### config.mk
export PLATFORM = sky130hd
export DESIGN_NAME = video_timing_compositor
export DESIGN_NICKNAME = d
export VERILOG_FILES = /design/src/rtl/video_timing_compositor.sv
export SDC_FILE = /design/constraint.sdc
export NUM_CORES = 1
export LEC_CHECK = 0
export CAP_MARGIN = 20
export CORE_MARGIN = 4
export CORE_UTILIZATION = 46
export CTS_CLUSTER_DIAMETER = 40
export CTS_CLUSTER_SIZE = 14
export DETAILED_ROUTE_END_ITERATION = 6
export PLACE_DENSITY = 0.86
export SLEW_MARGIN = 20
export SYNTH_ARGS = -nofsm -noshare
export SYNTH_HDL_FRONTEND = slang
export SYNTH_SLANG_ARGS = --single-unit
export TNS_END_PERCENT = 10
### constraint.sdc
create_clock -name i_clk -period 4.5 [get_ports i_clk]
set_input_delay 1.35 -clock i_clk [delete_from_list [all_inputs] [get_ports i_clk]]
set_output_delay 1.35 -clock i_clk [all_outputs]
set_load 0.02 [all_outputs]
### src/rtl/video_timing_compositor.sv
// Raster timing generator and fixed-priority sprite layer compositor.
// Produces raster coordinates and syncs, then emits registered RGB/DE and a per-frame collision pulse.
module video_timing_compositor #(
  parameter int          H_ACTIVE   = 640,
  parameter int          H_FP       = 16,
  parameter int          H_SYNC     = 96,
  parameter int          H_BP       = 48,
  parameter int          V_ACTIVE   = 480,
  parameter int          V_FP       = 10,
  parameter int          V_SYNC     = 2,
  parameter int          V_BP       = 33,
  parameter logic        SYNC_POL   = 1'b0,
  parameter int          NUM_LAYERS = 2,
  parameter logic [23:0] BG_RGB     = 24'h000000
) (
  input  logic                       i_clk,
  input  logic                       i_rst_n,
  output logic [15:0]                o_x,
  output logic [15:0]                o_y,
  output logic                       o_v_sync,
  input  logic [24*NUM_LAYERS-1:0]   i_layer_rgb,
  input  logic [NUM_LAYERS-1:0]      i_layer_hit,
  output logic [7:0]                 o_red,
  output logic [7:0]                 o_green,
  output logic [7:0]                 o_blue,
  output logic                       o_h_sync,
  output logic                       o_v_sync_d,
  output logic                       o_de,
  output logic                       o_frame_start,
  output logic                       o_collision
);

  localparam logic [15:0] H_TOTAL  = 16'(H_ACTIVE + H_FP + H_SYNC + H_BP);
  localparam logic [15:0] V_TOTAL  = 16'(V_ACTIVE + V_FP + V_SYNC + V_BP);
  localparam logic [15:0] H_ACT    = 16'(H_ACTIVE);
  localparam logic [15:0] V_ACT    = 16'(V_ACTIVE);
  localparam logic [15:0] HS_START = 16'(H_ACTIVE + H_FP);
  localparam logic [15:0] HS_END   = 16'(H_ACTIVE + H_FP + H_SYNC);
  localparam logic [15:0] VS_START = 16'(V_ACTIVE + V_FP);
  localparam logic [15:0] VS_END   = 16'(V_ACTIVE + V_FP + V_SYNC);

  logic [15:0] h_cnt_q, h_cnt_d, v_cnt_q, v_cnt_d;
  logic [23:0] rgb_q, rgb_d;
  logic        de_q, de_d, h_sync_q, h_sync_d, v_sync_q, v_sync_d;
  logic        frame_start_q, frame_start_d, collision_q, collision_d, flag_q, flag_d;
  logic        h_wrap, v_last, active, hsync_raw, vsync_raw, seen, overlap, last_px;
  logic [23:0] pix;

  always_comb begin
    h_wrap    = (h_cnt_q == H_TOTAL - 16'd1);
    v_last    = (v_cnt_q == V_TOTAL - 16'd1);
    h_cnt_d   = h_wrap ? 16'd0 : h_cnt_q + 16'd1;
    v_cnt_d   = v_cnt_q;
    if (h_wrap) v_cnt_d = v_last ? 16'd0 : v_cnt_q + 16'd1;

    active    = (h_cnt_q < H_ACT) && (v_cnt_q < V_ACT);
    hsync_raw = (h_cnt_q >= HS_START) && (h_cnt_q < HS_END);
    vsync_raw = (v_cnt_q >= VS_START) && (v_cnt_q < VS_END);
    last_px   = h_wrap && v_last;

    // Ascending scan: the first hit found owns the pixel, any later hit is an overlap.
    pix     = BG_RGB;
    seen    = 1'b0;
    overlap = 1'b0;
    for (int k = 0; k < NUM_LAYERS; k++) begin
      if (i_layer_hit[k]) begin
        if (seen) overlap = 1'b1;
        else      pix = i_layer_rgb[24*k +: 24];
        seen = 1'b1;
      end
    end

    rgb_d         = active ? pix : 24'd0;
    de_d          = active;
    h_sync_d      = hsync_raw ? SYNC_POL : ~SYNC_POL;
    v_sync_d      = vsync_raw ? SYNC_POL : ~SYNC_POL;
    frame_start_d = (h_cnt_q == 16'd0) && (v_cnt_q == 16'd0);
    collision_d   = last_px && (flag_q || (active && overlap));
    flag_d        = last_px ? 1'b0 : (flag_q || (active && overlap));
  end

  always_ff @(posedge i_clk) begin
    if (!i_rst_n) begin
      h_cnt_q       <= 16'd0;
      v_cnt_q       <= 16'd0;
      rgb_q         <= 24'd0;
      de_q          <= 1'b0;
      h_sync_q      <= ~SYNC_POL;
      v_sync_q      <= ~SYNC_POL;
      frame_start_q <= 1'b0;
      collision_q   <= 1'b0;
      flag_q        <= 1'b0;
    end else begin
      h_cnt_q       <= h_cnt_d;
      v_cnt_q       <= v_cnt_d;
      rgb_q         <= rgb_d;
      de_q          <= de_d;
      h_sync_q      <= h_sync_d;
      v_sync_q      <= v_sync_d;
      frame_start_q <= frame_start_d;
      collision_q   <= collision_d;
      flag_q        <= flag_d;
    end
  end

  assign o_x           = h_cnt_q;
  assign o_y           = v_cnt_q;
  assign o_v_sync      = vsync_raw ? SYNC_POL : ~SYNC_POL;
  assign o_red         = rgb_q[23:16];
  assign o_green       = rgb_q[15:8];
  assign o_blue        = rgb_q[7:0];
  assign o_h_sync      = h_sync_q;
  assign o_v_sync_d    = v_sync_q;
  assign o_de          = de_q;
  assign o_frame_start = frame_start_q;
  assign o_collision   = collision_q;

endmodule
==> summary.md, run 1 <==
| Metric | Value |
|---|---|
| Initial DRC count | `183` |
| Tot GR Track Use | `a little over a fifth` |
| CP endpoint kind | `primary output` |
| Worst reg2reg setup slack | `roughly 2.1 ns` |
| Final std cells w/o fill | `493` |
| Cells after Synth | `~310` |
| # setup viols final | `0` |
| First-pass GRT wire length | `~13 mm` |
| CTS tree | `yes` |
| Vias in the first global route | `2668` |
| Sequential area share after synthesis | `approximately 46%` |
| Final Max Slew Viols | `0` |
| Placed insts | `~480` |
| Worst rel slew slack | `between 40% and 50%` |
| P&R area growth vs syn | `51.9%` |
| Top cells by area, synth | `dfxtp_1, a22oi_1, nor2_1` |
| Tmin final | `around 3.6 ns` |
| Power Density | `~310 nW/um2` |
| Die ar. | `around 7100 um2` |
| Syn nets | `about 360` |
| H-tree depth | `3` |
| 1st-pass router iterations | `4` |
| Fin. Hold Viols | `0` |
| Final Net Count | `roughly 470` |
| Share of layout cells above drive strength 1 | `about 6.4%` |
| Top_reg_cell synth | `dfxtp_1` |
| Vias per inst | `5.59` |
| Dpl hpwl | `5.85 mm` |
| Grt ovf | `0` |
| Initial antenna violation count | `0` |
| Top-count cell post-synth | `dfxtp_1` |
| Drt total wl | `7.92 mm` |
| Worst-path maximum fanout | `6` |
| Post-Syn Area | `2670 um2` |
| Largest net degree at the start of global routing | `30` |
| Fin worst setup slack | `0.892 ns` |
| Die Width | `~84 um` |
| Period utilisation layout | `approximately four fifths` |
| Worst setup path class | `flop to primary output` |
| Worst VDD drop | `roughly 210 uV` |
| Synth cell count leaders | `dfxtp_1, nor2_1, a22oi_1` |
| Post-CTS Resized | `0` |
| Clock Tree Root | `clkbuf_8` |
| Syn_area_per_cell | `around 8.7 um2` |
| TritonCTS buffer count | `9` |
| Initial Utilization | `roughly 48%` |
| ANT nets after route | `0` |
| Yosys reg bits | `62` |
| Static leakage | `approximately 1.4 nW` |
| Distinct cell type count after synthesis | `40` |
| Clock sinks | `62` |
| Max frequency | `277 MHz` |
| DR DRC count | `0` |
| Worst path required time | `3.15 ns` |
| Synth Warn # | `0` |
| Worst-Skew Late Latency | `approximately 0.33 ns` |
| DR WL/cell | `16.1 um` |
| Boundary pin count | `114` |
| Port Buffer Count | `approximately 110` |
| Hold buffer count at CTS | `0` |
| FILL cells | `around 450` |
| Arr. time, crit path | `approximately 2.3 ns` |
| Core Area | `about 5600 um2` |
| Clk slew on worst S/H paths | `0.07 ns` |
| Async set or reset register ratio after synthesis | `0%` |
| Hold/Removal Path Class | `flop to flop` |
| Antenna cells | `0` |
| Number of synthesized flops with an enable pin | `0` |
| Max clock buf depth | `2` |
| RSZ-0062 raised after global routing | `false` |
| Vias | `around 2800` |
| Setup_tns | `0 ns` |
| Final GP Congestion | `approximately 0.80` |
| Leading area contributor after synthesis | `dfxtp_1` |
| Max-Cap Viols | `0` |
| Setup Buffers After CTS | `0` |
| Actual slew at the worst max-slew pin | `0.872 ns` |
| Clock Skews | `between 0.005 and 0.006 ns` |
| Die Y-Extent | `between 80 and 90 um` |
| Row count | `27` |
| Dpl ws | `roughly 1 ns` |
| Post-synth top area share | `about 46%` |
| Outcome | `finished, final reports clean` |
| CP startpoint kind | `flop` |
report_power, final:
| group | switching, mW | internal (mW) | leakage (nW) |
|---|---|---|---|
| registers | 0.00793 | 0.566 | 0.506 |
| clock network | 0.211 | 0.325 | 0.108 |
| logic | 0.0641 | 0.0831 | 0.828 |
| total | 0.283 | 0.974 | 1.44 |
critical path: stages (launching register included):
cell             delay (ns)
dfxtp_1                0.37
nor4_2                 0.40
nand2_1                0.19
or3_1                  0.42
clkdlybuf4s50_1        0.56
per-layer routing:
metal | track usage [%] | vias up | share of wire [%]
met5 | 0 | - | 0
met4 | 8.04 | 0 | 1.3
met3 | 5.79 | 10 | 7.1
met2 | 38.2 | 107 | 50
met1 | 25.8 | 1297 | 41
li1 | - | 1342 | -
final timing paths:
check | from | endpoint | cells after the start
min | o_x[0]$_SDFF_PP0_ | o_x[0]$_SDFF_PP0_ | 1
min reg2reg | o_x[0]$_SDFF_PP0_ | o_x[0]$_SDFF_PP0_ | 1
max | o_y[10]$_SDFFE_PN0N_ | o_v_sync | 4
max reg2reg | o_y[4]$_SDFFE_PN0N_ | o_y[6]$_SDFFE_PN0N_ | 4
cell type report:
cell class | count | area, um2 | share of cell area, %
clock buffer | 10 | 138 | 3.39
clock inverter | 6 | 85.1 | 2.09
inverter | 8 | 30.0 | 0.739
multi-input combinational | 219 | 1320 | 32.6
sequential | 62 | 1240 | 30.6
tap | 72 | 90.1 | 2.22
timing repair buffer | 116 | 1150 | 28.4
cells in the final DEF, fill, tap and decap left out, drive strengths merged, types with 3 or more instances in the layout:
cell type	n
clkdlybuf4s50	113
dfxtp	62
nor2	42
a22oi	23
nand2	18
a21oi	17
nand3	15
o21ai	14
nand4	13
or3	12
clkbuf	10
inv	8
xnor2	7
nor4	7
o31ai	6
nor3	5
or4	5
and4	4
and3	4
xor2	4
ha	4
buf	3
per-stage QoR:
stage | total power [mW] | cell area (um2) | utilization [%] | hold slack [ns]
after floorplan | 0.646 | 2670 | - | 0.537
after global placement | 0.730 | 3840 | 68.9 | 0.477
after detailed placement | 0.734 | 3840 | 68.9 | 0.487
after CTS | 1.27 | 4060 | 72.9 | 0.516
after global routing | 1.31 | 4060 | 72.9 | 0.537
final | 1.26 | 4060 | 72.9 | 0.508
state kept, by name, indices dropped and copies added (netlist names):
name / cells
o_collision: 1
flag_q: 1
o_frame_start: 1
rgb_q: 24
o_x: 16
o_h_sync: 1
o_v_sync_d: 1
o_de: 1
o_y: 16
logic make-up after synthesis:
kind of cell | after synthesis | share of synthesized area, %
DFF | 62 | 46.4
buffers and inverters | 27 | 4.07
xor gates and xnor gates | 11 | 3.60
and+or+nand+nor | 139 | 28.5
AOI/OAI and AO/OA | 65 | 15.5
adders and majority gates | 4 | 1.87
Power figures use the tool's default switching activity.
==> inputs of run 2 (changes only) <==
- CORE_UTILIZATION: 46 -> 42
- PLACE_DENSITY: 0.86 -> 0.79
- clock period: 4.5 -> 3.4 ns (I/O delays scaled with it)
==> run 2 against run 1 <==
Compared with the run above:
- routed wire length rose by 1.6%
- final cell count up 1.2%
- power grew 29%
- clock power is 24% higher
- largest cell class unchanged
- highest routed layer unchanged
==> summary.md, run 2 (synthesis gave the netlist of run 1 again) <==
| Metric | Value |
|---|---|
| Max-Cap Viols | `0` |
| Arr. time, crit path | `between 2 and 2.5 ns` |
| Largest net degree at the start of global routing | `30` |
| Antenna cells | `0` |
| Met1 Use GR | `about a quarter` |
| Placed insts | `483` |
| Clock sinks | `62` |
| Vias | `~2700` |
| Worst path required time | `roughly 2.4 ns` |
| Final Net Count | `about 480` |
| Dpl hpwl | `5.98 mm` |
| Met2 GRT Util | `35.3%` |
| Reg power frac | `a little under half` |
| Drt total wl | `slightly above 8 mm` |
| Final Power | `approximately 1.6 mW` |
| Die ar. | `just under 8000 um2` |
| Combinational Power Share | `between 10 and 15%` |
| 1st-pass router iterations | `4` |
| TritonCTS buffer count | `9` |
| Hold path endpoint | `o_x[0]$_SDFF_PP0_` |
| Fin. Hold Viols | `0` |
| Actual slew at the worst max-slew pin | `0.826 ns` |
| DR WL/cell | `16.1 um` |
| Vias in the first global route | `2607` |
| Grt ovf | `0` |
| Worst reg2reg setup slack | `between 1 and 1.5 ns` |
| CP endpoint kind | `primary output` |
| Clk slew on worst S/H paths | `0.07 ns` |
| ANT nets after route | `0` |
| Critical Path Slowest Stage Cell | `clkdlybuf4s50_1` |
| Worst-path maximum fanout | `6` |
| Row count | `28` |
| Hold/Removal Path Class | `flop to flop` |
| DR DRC count | `0` |
| # setup viols final | `0` |
| Multi-input gate area | `1320 um2` |
| Grt peak-use layer | `met2` |
| Final std cells w/o fill | `approximately 500` |
| Die Y-Extent | `87.8 um` |
| P&R area growth vs syn | `52.4%` |
| Share of layout cells above drive strength 1 | `under 10%` |
| Max clock buf depth | `2` |
| Core Area | `a little over 6000 um2` |
| Boundary pin count | `114` |
| Initial antenna violation count | `0` |
| Register Area | `about 1200 um2` |
| Hold wc startpoint | `o_x[0]$_SDFF_PP0_` |
| Final Max Slew Viols | `0` |
| Worst rel slew slack | `between 40% and 50%` |
| Outcome | `finished, final reports clean` |
| Tot GR Track Use | `roughly a fifth` |
| P_sw | `about 0.4 mW` |
| Most common cell after layout, fill and taps aside | `clkdlybuf4s50_1` |
| RR Startpoint | `o_x[0]$_SDFF_PP0_` |
| Hold Path Depth | `1` |
| Final GP Congestion | `approximately 0.78` |
| Initial DRC count | `199` |
| CP Buf/Inv Count | `1` |
| Initial Utilization | `between 40% and 50%` |
| Utilization after layout | `between 60% and 70%` |
| Power Density | `398 nW/um2` |
| Tmin final | `~3.2 ns` |
| Worst setup path class | `flop to primary output` |
| Post-CTS Resized | `0` |
| Die Width | `about 88 um` |
| M3 GR Usage | `slightly below 4%` |
| Setup_tns | `0 ns` |
| Max stage delay on crit path | `~0.55 ns` |
| RSZ-0062 raised after global routing | `false` |
| First-pass GRT wire length | `about 13 mm` |
| Clock Tree Root | `clkbuf_8` |
| FILL cells | `about 500` |
| CTS tree | `yes` |
| Worst VDD drop | `267 uV` |
| Static leakage | `~1.4 nW` |
| CP delay by family, top | `simple AND/OR/NAND/NOR gates` |
| Port Buffer Count | `roughly 110` |
| Hold buffer count at CTS | `0` |
| Max reg flops | `24` |
| R2R depth | `6` |
| Max frequency | `311 MHz` |
| Switch share | `roughly 25%` |
| Clk pwr share | `roughly 41%` |
| Worst-path cell chain | `nor4_2, nand2_1, or3_1, clkdlybuf4s50_1` |
| Clock Skews | `just over 0.006 ns` |
| Most frequent cells in the layout | `clkdlybuf4s50_1, dfxtp_1, nor2_1` |
| Reg with most FFs | `rgb_q` |
| Reg2reg end | `o_y[11]$_SDFFE_PN0N_` |
| Period utilisation layout | `a little over nine tenths` |
| Vias per inst | `around 5.5` |
| Worst-Skew Late Latency | `approximately 0.33 ns` |
| H-tree depth | `3` |
| Int Pwr | `between 1 and 1.5 mW` |
| CP startpoint kind | `flop` |
| Setup Buffers After CTS | `0` |
## run 2: cell count changes in the layout (fill, tap and decap cells not counted)
cell	previous run	this run
clkinv_4	0	3
bufinv_16	2	1
buf_4	3	6
clkinv_2	2	0
## run 2: worst register-to-register path: stages, from the launching register on
cell and delay, ns:
dfxtp_1 0.42, ha_1 0.28, and4_1 0.31, nand4_1 0.10, buf_4 0.24, or4_1 0.53, a21oi_1 0.15
## run 2: how the worst max path moves through the flow
stage / startpoint / endpoint / slack (ns) / cells past startpoint
after floorplan: o_y[5]$_SDFFE_PN0N_ / o_v_sync / 0.97 / 4
after global placement: i_rst_n / rgb_q[8]$_SDFF_PN0_ / 0.54 / 5
after detailed placement: i_rst_n / rgb_q[12]$_SDFF_PN0_ / 0.44 / 5
after CTS: o_y[10]$_SDFFE_PN0N_ / o_v_sync / 0.16 / 4
after global routing: o_y[10]$_SDFFE_PN0N_ / o_v_sync / 0.06 / 4
final: o_y[10]$_SDFFE_PN0N_ / o_v_sync / 0.18 / 4
## run 2: final cells by class
type                            count  area share, %
Clock inverter                      6           1.75
Clock buffer                       10           3.38
Sequential cell                    62           30.5
Timing Repair Buffer              119           28.9
Tap cell                           75           2.30
Inverter                            8          0.737
Multi-Input combinational cell    219           32.5
## run 2: through the flow
| step | hold WS (ns) | instance area (um2) | worst slack [ns] |
|---|---|---|---|
| 6_report | 0.500 | 4070 | 0.184 |
| 4_1_cts | 0.501 | 4070 | 0.156 |
| 3_3_place_gp | 0.470 | 3860 | 0.543 |
| 3_5_place_dp | 0.488 | 3860 | 0.443 |
| 5_1_grt | 0.526 | 4070 | 0.0564 |
| 2_1_floorplan | 0.537 | 2670 | 0.973 |
## run 2: per-layer routing
layer	vias up	wire length [um]
li1	1352	-
met1	1271	3370
met2	87	4040
met3	16	474
met4	0	159
met5	-	0
## run 2: power by group through the flow
stage	logic, mW	clock network, mW	registers (mW)
floorplan	0.0532	0	0.802
global placement	0.195	0	0.775
detailed placement	0.198	0	0.776
CTS	0.200	0.677	0.759
global route	0.212	0.712	0.761
finish	0.198	0.665	0.759
==> inputs of run 3 (changes only) <==
- CORE_UTILIZATION: 42 -> 50
- CTS_CLUSTER_SIZE: 14 -> not set
- DONT_BUFFER_PORTS: not set -> 1
- PLACE_DENSITY: 0.79 -> not set
==> run 3 against run 2 <==
Compared with the run above:
- hold slack improved by 0.074 ns
- fmax is 12% higher
- global-route usage fell by 0.74 points
- combinational power fell by 70%
- sequential share of layout area grew 13 points
- utilization fell by 11 points
- flip-flop and latch count stayed put
- count of clock-buffer cells in the layout unchanged
- routed wire length shrank 20%
- sequential power up 3.8%
- highest routed layer unchanged
==> summary.md, run 3 (synthesis gave the netlist of run 1 again) <==
| Metric | Value |
|---|---|
| Outcome | `finished, final reports clean` |
| First-pass GRT wire length | `10.1 mm` |
| Actual slew at the worst max-slew pin | `roughly 0.8 ns` |
| Boundary pin count | `~110` |
| CP Buf/Inv Count | `0` |
| Worst setup path class | `flop to primary output` |
| ANT nets after route | `0` |
| Arr. time, crit path | `between 1.5 and 2 ns` |
| Die ar. | `~6600 um2` |
| Core Area | `5140 um2` |
| CP startpoint kind | `flop` |
| Fin. Hold Viols | `0` |
| Max reg flops | `24` |
| Max stage delay on crit path | `0.56 ns` |
| Final GP Congestion | `slightly below 0.8` |
| Antenna cells | `0` |
| Post-CTS Resized | `0` |
| Largest net degree at the start of global routing | `28` |
| P_sw | `between 0.3 and 0.4 mW` |
| Reg power frac | `a little under three fifths` |
| Tot GR Track Use | `between 20% and 30%` |
| Setup_tns | `0 ns` |
| Initial DRC count | `125` |
| Combinational Power Share | `4.2%` |
| Grt ovf | `0` |
| Tmin final | `about 2.9 ns` |
| Static leakage | `approximately 1 nW` |
| # setup viols final | `0` |
| Clock Skews | `0.00531 ns` |
| Clock Tree Root | `clkbuf_8` |
| Clk pwr share | `39.0%` |
| Clk slew on worst S/H paths | `about 0.070 ns` |
| Setup Buffers After CTS | `0` |
| Share of layout cells above drive strength 1 | `8.74%` |
| CP delay by family, top | `simple AND/OR/NAND/NOR gates` |
| Max frequency | `349 MHz` |
| Final Power | `~1.4 mW` |
| Die Width | `between 80 and 90 um` |
| Clock sinks | `62` |
| RSZ-0062 raised after global routing | `false` |
| Hold/Removal Path Class | `flop to flop` |
| DR WL/cell | `around 17 um` |
| Worst-Skew Late Latency | `0.33 ns` |
| Initial Utilization | `52.0%` |
| Worst-path maximum fanout | `8` |
| Most frequent cells in the layout | `dfxtp_1, nor2_1, a22oi_1` |
| Worst rel slew slack | `46.8%` |
| TritonCTS buffer count | `9` |
| P&R area growth vs syn | `7.67%` |
| CP endpoint kind | `primary output` |
| Vias | `2249` |
| CTS tree | `yes` |
| Die Y-Extent | `81.1 um` |
| Critical Path Slowest Stage Cell | `dfxtp_1` |
| Port Buffer Count | `0` |
| Switch share | `between 20% and 30%` |
| Final Max Slew Viols | `0` |
| Vias in the first global route | `just over 2000` |
| Worst path required time | `roughly 2.4 ns` |
| Max clock buf depth | `2` |
| Final Net Count | `360` |
| Most common cell after layout, fill and taps aside | `dfxtp_1` |
| Reg with most FFs | `rgb_q` |
| Initial antenna violation count | `0` |
| Worst-path cell chain | `and4_1, nand4b_1, or3_1` |
| H-tree depth | `3` |
| Worst VDD drop | `around 280 uV` |
| Vias per inst | `roughly 6` |
| 1st-pass router iterations | `4` |
| Drt total wl | `between 6 and 7 mm` |
| Dpl hpwl | `4.66 mm` |
| DR DRC count | `0` |
| Row count | `26` |
| Int Pwr | `just over 1 mW` |
| Hold buffer count at CTS | `0` |
| Period utilisation layout | `between 80% and 90%` |
| Max-Cap Viols | `0` |
| Power Density | `between 400 and 500 nW/um2` |
==> run 3: changes by cell type in the layout (fill, tap and decap cells not counted) <==
cell             change
clkbuf_1             +1
clkbuf_8             -1
bufinv_16            -1
clkinv_4             -2
buf_4                -2
clkdlybuf4s50_1    -113
clkinv_2             +3
==> run 3: metal layers <==
layer  vias up  global-route usage, %  wire length (um)
met2        67                   30.4              3050
li1       1119                      -                 -
met3        13                   6.98               463
met5         -                      0                 0
met4         0                   10.1               123
met1      1050                   25.2              2780
==> run 3: layout make-up <==
type / count / area, um2
Timing Repair Buffer: 4 / 30.0
Fill cell: 507 / 2260
Clock inverter: 6 / 38.8
Multi-Input combinational cell: 219 / 1320
Tap cell: 70 / 87.6
Inverter: 8 / 30.0
Clock buffer: 10 / 128
Sequential cell: 62 / 1240
==> run 3: per-stage QoR <==
stage | utilization, % | setup WS, ns | hold slack (ns) | instance area (um2) | std cells
finish | 56.0 | 0.532 | 0.573 | 2880 | 379
detailed placement | 52.8 | 0.872 | 0.564 | 2710 | 363
CTS | 56.0 | 0.497 | 0.576 | 2880 | 379
floorplan | - | 0.973 | 0.537 | 2670 | 308
global route | 56.0 | 0.371 | 0.622 | 2880 | 379
global placement | 52.8 | 0.905 | 0.562 | 2710 | 363
==> run 3: power by group through the flow <==
stage / clock network (mW) / logic [mW] / registers (mW)
after floorplan: 0 / 0.0532 / 0.802
after global placement: 0 / 0.0589 / 0.805
after detailed placement: 0 / 0.0597 / 0.805
after CTS: 0.560 / 0.0598 / 0.788
after global routing: 0.603 / 0.0680 / 0.790
final: 0.542 / 0.0589 / 0.788
==> run 3: path summary, 6_finish.rpt <==
| kind | startpoint | endpoint | slack [ns] | cells past startpoint |
|---|---|---|---|---|
| min | flag_q$_SDFF_PP0_ | o_collision$_SDFF_PN0_ | 0.57 | 3 |
| min reg2reg | flag_q$_SDFF_PP0_ | o_collision$_SDFF_PN0_ | 0.57 | 3 |
| max | o_y[5]$_SDFFE_PN0N_ | o_v_sync | 0.53 | 3 |
| max reg2reg | o_x[0]$_SDFF_PP0_ | o_y[10]$_SDFFE_PN0N_ | 0.96 | 7 |
==> run 3: worst reg2reg max path, cell delays in order (launching register included) <==
cell,delay (ns)
dfxtp_1,0.54
ha_1,0.33
and4_1,0.33
nand4_1,0.18
buf_4,0.26
a21oi_1,0.39
buf_4,0.24
a21oi_1,0.05
